<file path="src/rtl/xcorr_pkg.sv">
// xcorr_pkg: shared state type, SRAM layout and width
// helpers for the cross-correlation sequencer.
package xcorr_pkg;

  typedef enum logic [2:0] {
    IDLE,
    LOAD_G,
    CALC,
    CMP,
    DONE
  } state_t;

  // f occupies the bottom of the SRAM, g sits right above it
  localparam int F_BASE = 0;

  function automatic int g_base(input int f_len);
    return F_BASE + f_len;
  endfunction

  function automatic int accw(input int dw, input int g_len);
    return 2 * dw + $clog2(g_len);
  endfunction

  function automatic int lw(input int f_len, input int g_len);
    int p;
    p = f_len - g_len;
    return (p > 1) ? $clog2(p) : 1;
  endfunction

endpackage

</file>
<file path="src/rtl/xcorr_sched_if.sv">
// xcorr_sched_if: single-port SRAM read channel between
// the sequencer (master) and the sample memory (slave).
interface xcorr_sched_if #(
  parameter int DW = 8,
  parameter int AW = 11
);
  logic                 sram_en;
  logic [AW-1:0]        sram_addr;
  logic signed [DW-1:0] sram_rdata;

  modport master (
    output sram_en,
    output sram_addr,
    input  sram_rdata
  );

  modport slave (
    input  sram_en,
    input  sram_addr,
    output sram_rdata
  );
endinterface

</file>
<file path="src/rtl/xcorr_sched_mac.sv">
// xcorr_mac: signed DW x DW multiply feeding a
// sign-extended ACCW accumulator with clear and enable.
module xcorr_mac #(
  parameter int DW   = 8,
  parameter int ACCW = 22
) (
  input  logic                   clk,
  input  logic                   reset_n,
  input  logic                   clr,
  input  logic                   en,
  input  logic signed [DW-1:0]   a,
  input  logic signed [DW-1:0]   b,
  output logic signed [ACCW-1:0] acc
);

  logic signed [2*DW-1:0] prod;

  assign prod = a * b;

  always_ff @(posedge clk) begin
    if (!reset_n || clr) begin
      acc <= '0;
    end else if (en) begin
      acc <= acc + ACCW'(prod);
    end
  end

endmodule

</file>
<file path="src/rtl/xcorr_sched.sv">
// xcorr_sched: loads g, sweeps a MAC window over every
// lag of f, and tracks the maximum correlation and its lag.
module xcorr_sched
  import xcorr_pkg::*;
#(
  parameter int F_LEN = 1024,
  parameter int G_LEN = 64,
  parameter int DW    = 8,
  parameter int AW    = 11
) (
  input  logic                clk,
  input  logic                reset_n,
  input  logic                start,
  output logic                busy,
  output logic                done,
  xcorr_sched_if.master       sram,
  output logic signed [accw(DW, G_LEN)-1:0] max_value,
  output logic [lw(F_LEN, G_LEN)-1:0]       max_loc
);

  localparam int P    = F_LEN - G_LEN;
  localparam int ACCW = accw(DW, G_LEN);
  localparam int LW   = lw(F_LEN, G_LEN);
  localparam int JW   = (G_LEN > 1) ? $clog2(G_LEN) : 1;

  localparam logic [AW-1:0] G_ADDR = AW'(g_base(F_LEN));
  localparam logic [AW-1:0] F_ADDR = AW'(F_BASE);
  localparam logic [JW-1:0] J_LAST = JW'(G_LEN - 1);
  localparam logic [LW-1:0] K_LAST = LW'(P - 1);

  state_t state, state_n;

  logic          en, en_n;
  logic [AW-1:0] addr, addr_n;
  logic [JW-1:0] j, j_n;
  logic [JW-1:0] cj;
  logic [LW-1:0] k, k_n;
  logic          vld;
  logic          last_data;
  logic          take;
  logic          mac_clr;
  logic          mac_en;

  logic signed [DW-1:0]   g_reg [G_LEN];
  logic signed [ACCW-1:0] acc;

  // vld/cj describe the sample arriving this cycle
  assign last_data = vld && (cj == J_LAST);

  always_comb begin
    state_n = state;
    en_n    = 1'b0;
    addr_n  = addr;
    j_n     = j;
    k_n     = k;
    take    = 1'b0;

    if (en && (j != J_LAST)) begin
      en_n   = 1'b1;
      j_n    = j + 1'b1;
      addr_n = addr + 1'b1;
    end

    unique case (state)
      IDLE, DONE: begin
        if (start) begin
          state_n = LOAD_G;
          en_n    = 1'b1;
          addr_n  = G_ADDR;
          j_n     = '0;
          k_n     = '0;
        end
      end
      LOAD_G: begin
        if (last_data) begin
          state_n = CALC;
          en_n    = 1'b1;
          addr_n  = F_ADDR;
          j_n     = '0;
        end
      end
      CALC: begin
        if (last_data) begin
          state_n = CMP;
        end
      end
      CMP: begin
        take = (k == '0) || (acc > max_value);
        if (k == K_LAST) begin
          state_n = DONE;
        end else begin
          state_n = CALC;
          k_n     = k + 1'b1;
          en_n    = 1'b1;
          addr_n  = F_ADDR + AW'(k) + 1'b1;
          j_n     = '0;
        end
      end
      default: begin
        state_n = IDLE;
      end
    endcase
  end

  always_ff @(posedge clk) begin
    if (!reset_n) begin
      state     <= IDLE;
      en        <= 1'b0;
      addr      <= '0;
      j         <= '0;
      k         <= '0;
      vld       <= 1'b0;
      cj        <= '0;
      max_value <= '0;
      max_loc   <= '0;
    end else begin
      state <= state_n;
      en    <= en_n;
      addr  <= addr_n;
      j     <= j_n;
      k     <= k_n;
      vld   <= en;
      cj    <= j;
      if (take) begin
        max_value <= acc;
        max_loc   <= k;
      end
    end
  end

  always_ff @(posedge clk) begin
    if (vld && (state == LOAD_G)) begin
      g_reg[cj] <= sram.sram_rdata;
    end
  end

  // acc is held through CMP and cleared outside CALC
  assign mac_clr = (state != CALC);
  assign mac_en  = vld && (state == CALC);

  xcorr_mac #(
    .DW  (DW),
    .ACCW(ACCW)
  ) u_mac (
    .clk    (clk),
    .reset_n(reset_n),
    .clr    (mac_clr),
    .en     (mac_en),
    .a      (sram.sram_rdata),
    .b      (g_reg[cj]),
    .acc    (acc)
  );

  assign busy = (state == LOAD_G) || (state == CALC) ||
                (state == CMP);
  assign done = (state == DONE);

  assign sram.sram_en   = en;
  assign sram.sram_addr = addr;

endmodule

</file>
<file path="src/flat_wrapper.sv">
// flat-port wrapper written by rule: the top's interface ports become plain ports
module xcorr_sched_flat import xcorr_pkg::*;
#(
  parameter int F_LEN = 1024,
  parameter int G_LEN = 64,
  parameter int DW    = 8,
  parameter int AW    = 11
)
  (clk, reset_n, start, busy, done, max_value, max_loc, sram_sram_en, sram_sram_addr, sram_sram_rdata);
  xcorr_sched_if #(.DW(DW), .AW(AW)) sram_i ();
  input  logic clk;
  input  logic reset_n;
  input  logic start;
  output logic busy;
  output logic done;
  output logic signed [accw(DW, G_LEN)-1:0] max_value;
  output logic [lw(F_LEN, G_LEN)-1:0] max_loc;
  output wire logic [$bits(sram_i.sram_en)-1:0] sram_sram_en;
  output wire logic [$bits(sram_i.sram_addr)-1:0] sram_sram_addr;
  input wire logic [$bits(sram_i.sram_rdata)-1:0] sram_sram_rdata;
  assign sram_sram_en = sram_i.sram_en;
  assign sram_sram_addr = sram_i.sram_addr;
  assign sram_i.sram_rdata = sram_sram_rdata;
  xcorr_sched #(.F_LEN(F_LEN), .G_LEN(G_LEN), .DW(DW), .AW(AW)) u_core (.clk(clk), .reset_n(reset_n), .start(start), .busy(busy), .done(done), .sram(sram_i), .max_value(max_value), .max_loc(max_loc));
endmodule
</file>
<file path="config.mk">
export PLATFORM = sky130hd
export DESIGN_NAME = xcorr_sched_flat
export DESIGN_NICKNAME = d
export VERILOG_FILES = /design/src/rtl/xcorr_pkg.sv /design/src/rtl/xcorr_sched_if.sv /design/src/rtl/xcorr_sched_mac.sv /design/src/rtl/xcorr_sched.sv /design/src/flat_wrapper.sv
export SDC_FILE = /design/constraint.sdc
export NUM_CORES = 1
export LEC_CHECK = 0
export CAP_MARGIN = 40
export CORE_MARGIN = 2
export CORE_UTILIZATION = 63
export CTS_CLUSTER_SIZE = 8
export DETAILED_ROUTE_END_ITERATION = 7
export PLACE_DENSITY = 0.81
export SYNTH_ARGS = -nofsm -noshare
export SYNTH_HDL_FRONTEND = slang
export SYNTH_SLANG_ARGS = --single-unit
export TNS_END_PERCENT = 30
</file>
<file path="constraint.sdc">
create_clock -name clk -period 10.06 [get_ports clk]
set_clock_uncertainty 0.15 [all_clocks]
set_input_delay 1.006 -clock clk [delete_from_list [all_inputs] [get_ports clk]]
set_output_delay 1.006 -clock clk [all_outputs]
set_load 0.005 [all_outputs]
</file>
==> results by group <==
Timing
  • Tmin final: approximately 8.5 ns
  • Final period util: 0.841
  • Max-Slew Margin vs Limit: 0.322
  • Fin Hold WS: 0.305 ns
  • Slew Viols, Final: 0
  • Setup_tns: 0 ns
  • RSZ-0062 raised after global routing: false
  • Setup violators final: 0
  • Fmax: roughly 120 MHz
  • Fin. Hold Viols: 0
  • Worst-Margin Slew: slightly above 1 ns

Yosys
  • Number of flops mapped to enable cells by yosys: ~510
  • Post-synth cell types: 77
  • Syn nets: about 2300
  • Compound-Gate Fraction of Synth Area: 0.0901
  • Multiplexer area fraction after synthesis: 0.0759
  • Mapped cell area: 28600 sq um
  • Post-synth ARST share: 0
  • Yosys warnings: 0
  • Primary FF master, synth: edfxtp_1
  • Sequential area share after synthesis: 0.601
  • Largest family of logic cells by synthesized area: adder cells
  • Synthesized area per cell: ~14 sq um
  • Post-synthesis xor/xnor area fraction: 0.0138
  • Synth Area in Simple Gates: 0.0792
  • Gate Count Post-Synth: about 2100
  • Post-Synth Adder-Cell Area: 0.100
  • Synth area leader: edfxtp_1
  • Synth top area share: 0.537
  • FF+latch count, synth: 604
  • Largest cells by area after synthesis: edfxtp_1 54%, fa_1 6.7%, dfxtp_1 6.4%

Placed design
  • Final GP Congestion: just over 0.9
  • PortBufs: 56
  • Dpl hpwl: roughly 47000 um

Worst setup path
  • Slowest-stage cell, CP: dfxtp_4
  • Worst-path fanout max: 58
  • Arr. time, crit path: ~8.8 ns
  • Startpoint Class: flop
  • Worst path cell trace: nor2_2 -> a221oi_1 -> nor2_1 -> o21ai_0 -> o21ai_0 -> or4_4 -> and2_1 -> fa_1 -> fa_1 -> inv_1 -> fa_1 -> inv_1 -> fa_1 -> ha_1 -> ha_1 -> nand3_1 -> o211ai_1 -> or4_1 -> a21oi_1 -> a21oi_1 -> xnor2_1 -> a21oi_1
  • CP Buf/Inv Count: 2
  • Top delay family on crit path: adder cells
  • Max incr delay on CP: 1.00 ns
  • Crit. End Element: flop
  • Crit Path Class: reg -> reg
  • CP Data Required Time: 10.40 ns
  • Crit path top cell by count: fa_1

Detailed routing
  • WL met2: between 30000 and 40000 um
  • Routed vias/inst: 6.69
  • M1 WL: ~27000 um
  • WL met3: roughly 9400 um
  • DR top layer: met5
  • Drt pass-1 iters: 7
  • Vias: ~19000
  • Routed Antenna Nets: 0
  • Residual DRC count: 0
  • WL final: roughly 76000 um
  • Drt wl/cell: around 27 um
  • 1st-iter DRT viols: between 2000 and 3000

GRT
  • Total gr overflow: 0
  • Global-route wire length before repair: 115000 um
  • Initial antenna violation count: 1
  • Gr usage total: 0.327
  • Largest net degree at the start of global routing: 84
  • Vias in the first global route: approximately 19000

CTS
  • Root Buffer: clkbuf_16
  • Post-cts repair resize count: 0
  • Clock sinks: between 600 and 700
  • Post CTS Setup Buffer Count: 0
  • CTS Buffer Depth: 3
  • CTS buffer count: between 80 and 90
  • Hold-fix buffers, CTS: 0
  • Worst-Skew Late Latency: between 0.6 and 0.7 ns
  • CTS tree: yes
  • Clock slew at reported path FFs: 0.05 ns
  • H-tree depth reported by CTS: 3

Job
  • Max Cap Viol: 0

Layout
  • # diodes: 0
  • Max reg flops: between 500 and 600
  • Area growth, synth to finish: 12.2%
  • Fillcell total: 2866
  • Share of cells above drive strength 1: 0.119
  • Final cell utilization of the core: 0.713
  • # nets final: between 2000 and 2500

Die
  • Core Region: between 40000 and 50000 sq um
  • Die area: roughly 47000 sq um
  • Die width: about 220 um
  • Chip height: between 200 and 250 um
  • Num rows: 78
  • Boundary pin count: 57
  • Starting Density: 0.635

Hold path
  • Worst hold path type: reg -> reg

Power
  • Peak supply drop: ~0.13 mV
  • Total power: 6.42 mW
  • Static Leak: between 10 and 15 nW
  • Power Dens Cells: about 200 nW/um^2

Status
  • Outcome: finished clean
worst paths after layout:
path / from / to / slack [ns] / cells after the start
setup / recovery: u_core.cj[2]$_SDFF_PN0_ / u_core.u_mac.acc[21]$_SDFFE_PP0P_ / 1.60 / 22
hold / removal: u_core.max_loc[9]$_SDFFE_PN0P_ / u_core.max_loc[9]$_SDFFE_PN0P_ / 0.30 / 2
setup reg to reg: u_core.cj[2]$_SDFF_PN0_ / u_core.u_mac.acc[21]$_SDFFE_PP0P_ / 1.60 / 22
hold reg to reg: u_core.max_loc[9]$_SDFFE_PN0P_ / u_core.max_loc[9]$_SDFFE_PN0P_ / 0.30 / 2
kinds of logic after synthesis:
kind of cell / Yosys count
buffers and inverters: 250
adder cells (fa/ha/maj): 172
AO/OA/AOI/OAI: 365
flip-flops: 604
XOR/XNOR: 45
multiplexers: 178
AND/OR/NAND/NOR: 483
placed cells by master, fill, tap and decap left out, types with 10 or more instances in the layout:
cell type	Yosys	final
nand2b_1	14	14
o21ai_0	63	63
clkbuf_1	49	25
ha_1	76	76
clkbuf_16	0	87
buf_4	11	44
mux2_2	44	44
o22ai_1	22	22
nand3_1	24	24
nor2b_1	18	16
nor2_1	150	149
and2_1	33	33
fa_1	96	96
a21oi_1	74	73
a22oi_1	41	41
a221oi_1	49	49
mux2i_1	99	99
mux4_2	24	24
xnor2_1	28	28
o21a_1	12	12
inv_1	142	142
a22o_1	15	15
nand2_1	172	172
clkdlybuf4s50_1	0	47
dfxtp_1	92	89
edfxtp_1	512	512
xor2_1	17	17
o221ai_1	10	10
worst reg2reg max path: cells and delay by family (launching register included):
family                   cells  cell delay, ns
adder cells (fa/ha/maj)      6            2.75
AND/OR/NAND/NOR              6            2.20
AO/OA/AOI/OAI                7            1.96
flip-flops                   1            1.00
XOR/XNOR                     1            0.18
buffers and inverters        2            0.11
cell type report:
cell class	instances	area [sq um]	share of cell area
Timing Repair Buffer	104	916	0.0285
Inverter	144	541	0.0168
Clock inverter	6	131	0.00409
Tap cell	600	751	0.0233
Clock buffer	112	2270	0.0706
Multi-Input combinational cell	1243	10300	0.321
Sequential cell	604	17200	0.536
report_power, final:
group	switching (mW)	internal [mW]	total (mW)
Clock	1.04	1.58	2.62
Sequential	0.00846	2.72	2.73
Combinational	0.633	0.439	1.07
cells in the mapped netlist (9+ instances only):
| library cell | n |
|---|---|
| nor2b_1 | 18 |
| a22oi_1 | 41 |
| nand3_1 | 24 |
| a22o_1 | 15 |
| dfxtp_1 | 92 |
| edfxtp_1 | 512 |
| mux4_2 | 24 |
| o21ai_0 | 63 |
| nand2_1 | 172 |
| a221oi_1 | 49 |
| clkbuf_1 | 49 |
| mux2i_1 | 99 |
| nor2_1 | 150 |
| fa_1 | 96 |
| nand4_1 | 9 |
| buf_4 | 11 |
| inv_1 | 142 |
| xor2_1 | 17 |
| nand2b_1 | 14 |
| buf_2 | 27 |
| ha_1 | 76 |
| a21oi_1 | 74 |
| and2_1 | 33 |
| o221ai_1 | 10 |
| xnor2_1 | 28 |
| nor3_1 | 9 |
| mux2_2 | 44 |
| and3_1 | 9 |
| o21a_1 | 12 |
| o22ai_1 | 22 |
| buf_6 | 17 |
through the flow:
stage	area, sq um	worst slack, ns	std cells
floorplan	28600	2.91	2097
global placement	29600	1.99	2677
detailed placement	29700	1.93	2692
CTS	32100	1.79	2810
global route	32200	1.35	2813
finish	32200	1.60	2813
per-layer routing:
metal | vias up | GRT usage
met3 | 326 | 0.0943
li1 | 7882 | -
met1 | 9201 | 0.423
met4 | 4 | 0.155
met2 | 1393 | 0.514
met5 | - | 0.00938
Note: power is estimated with default switching activity, not from simulation.
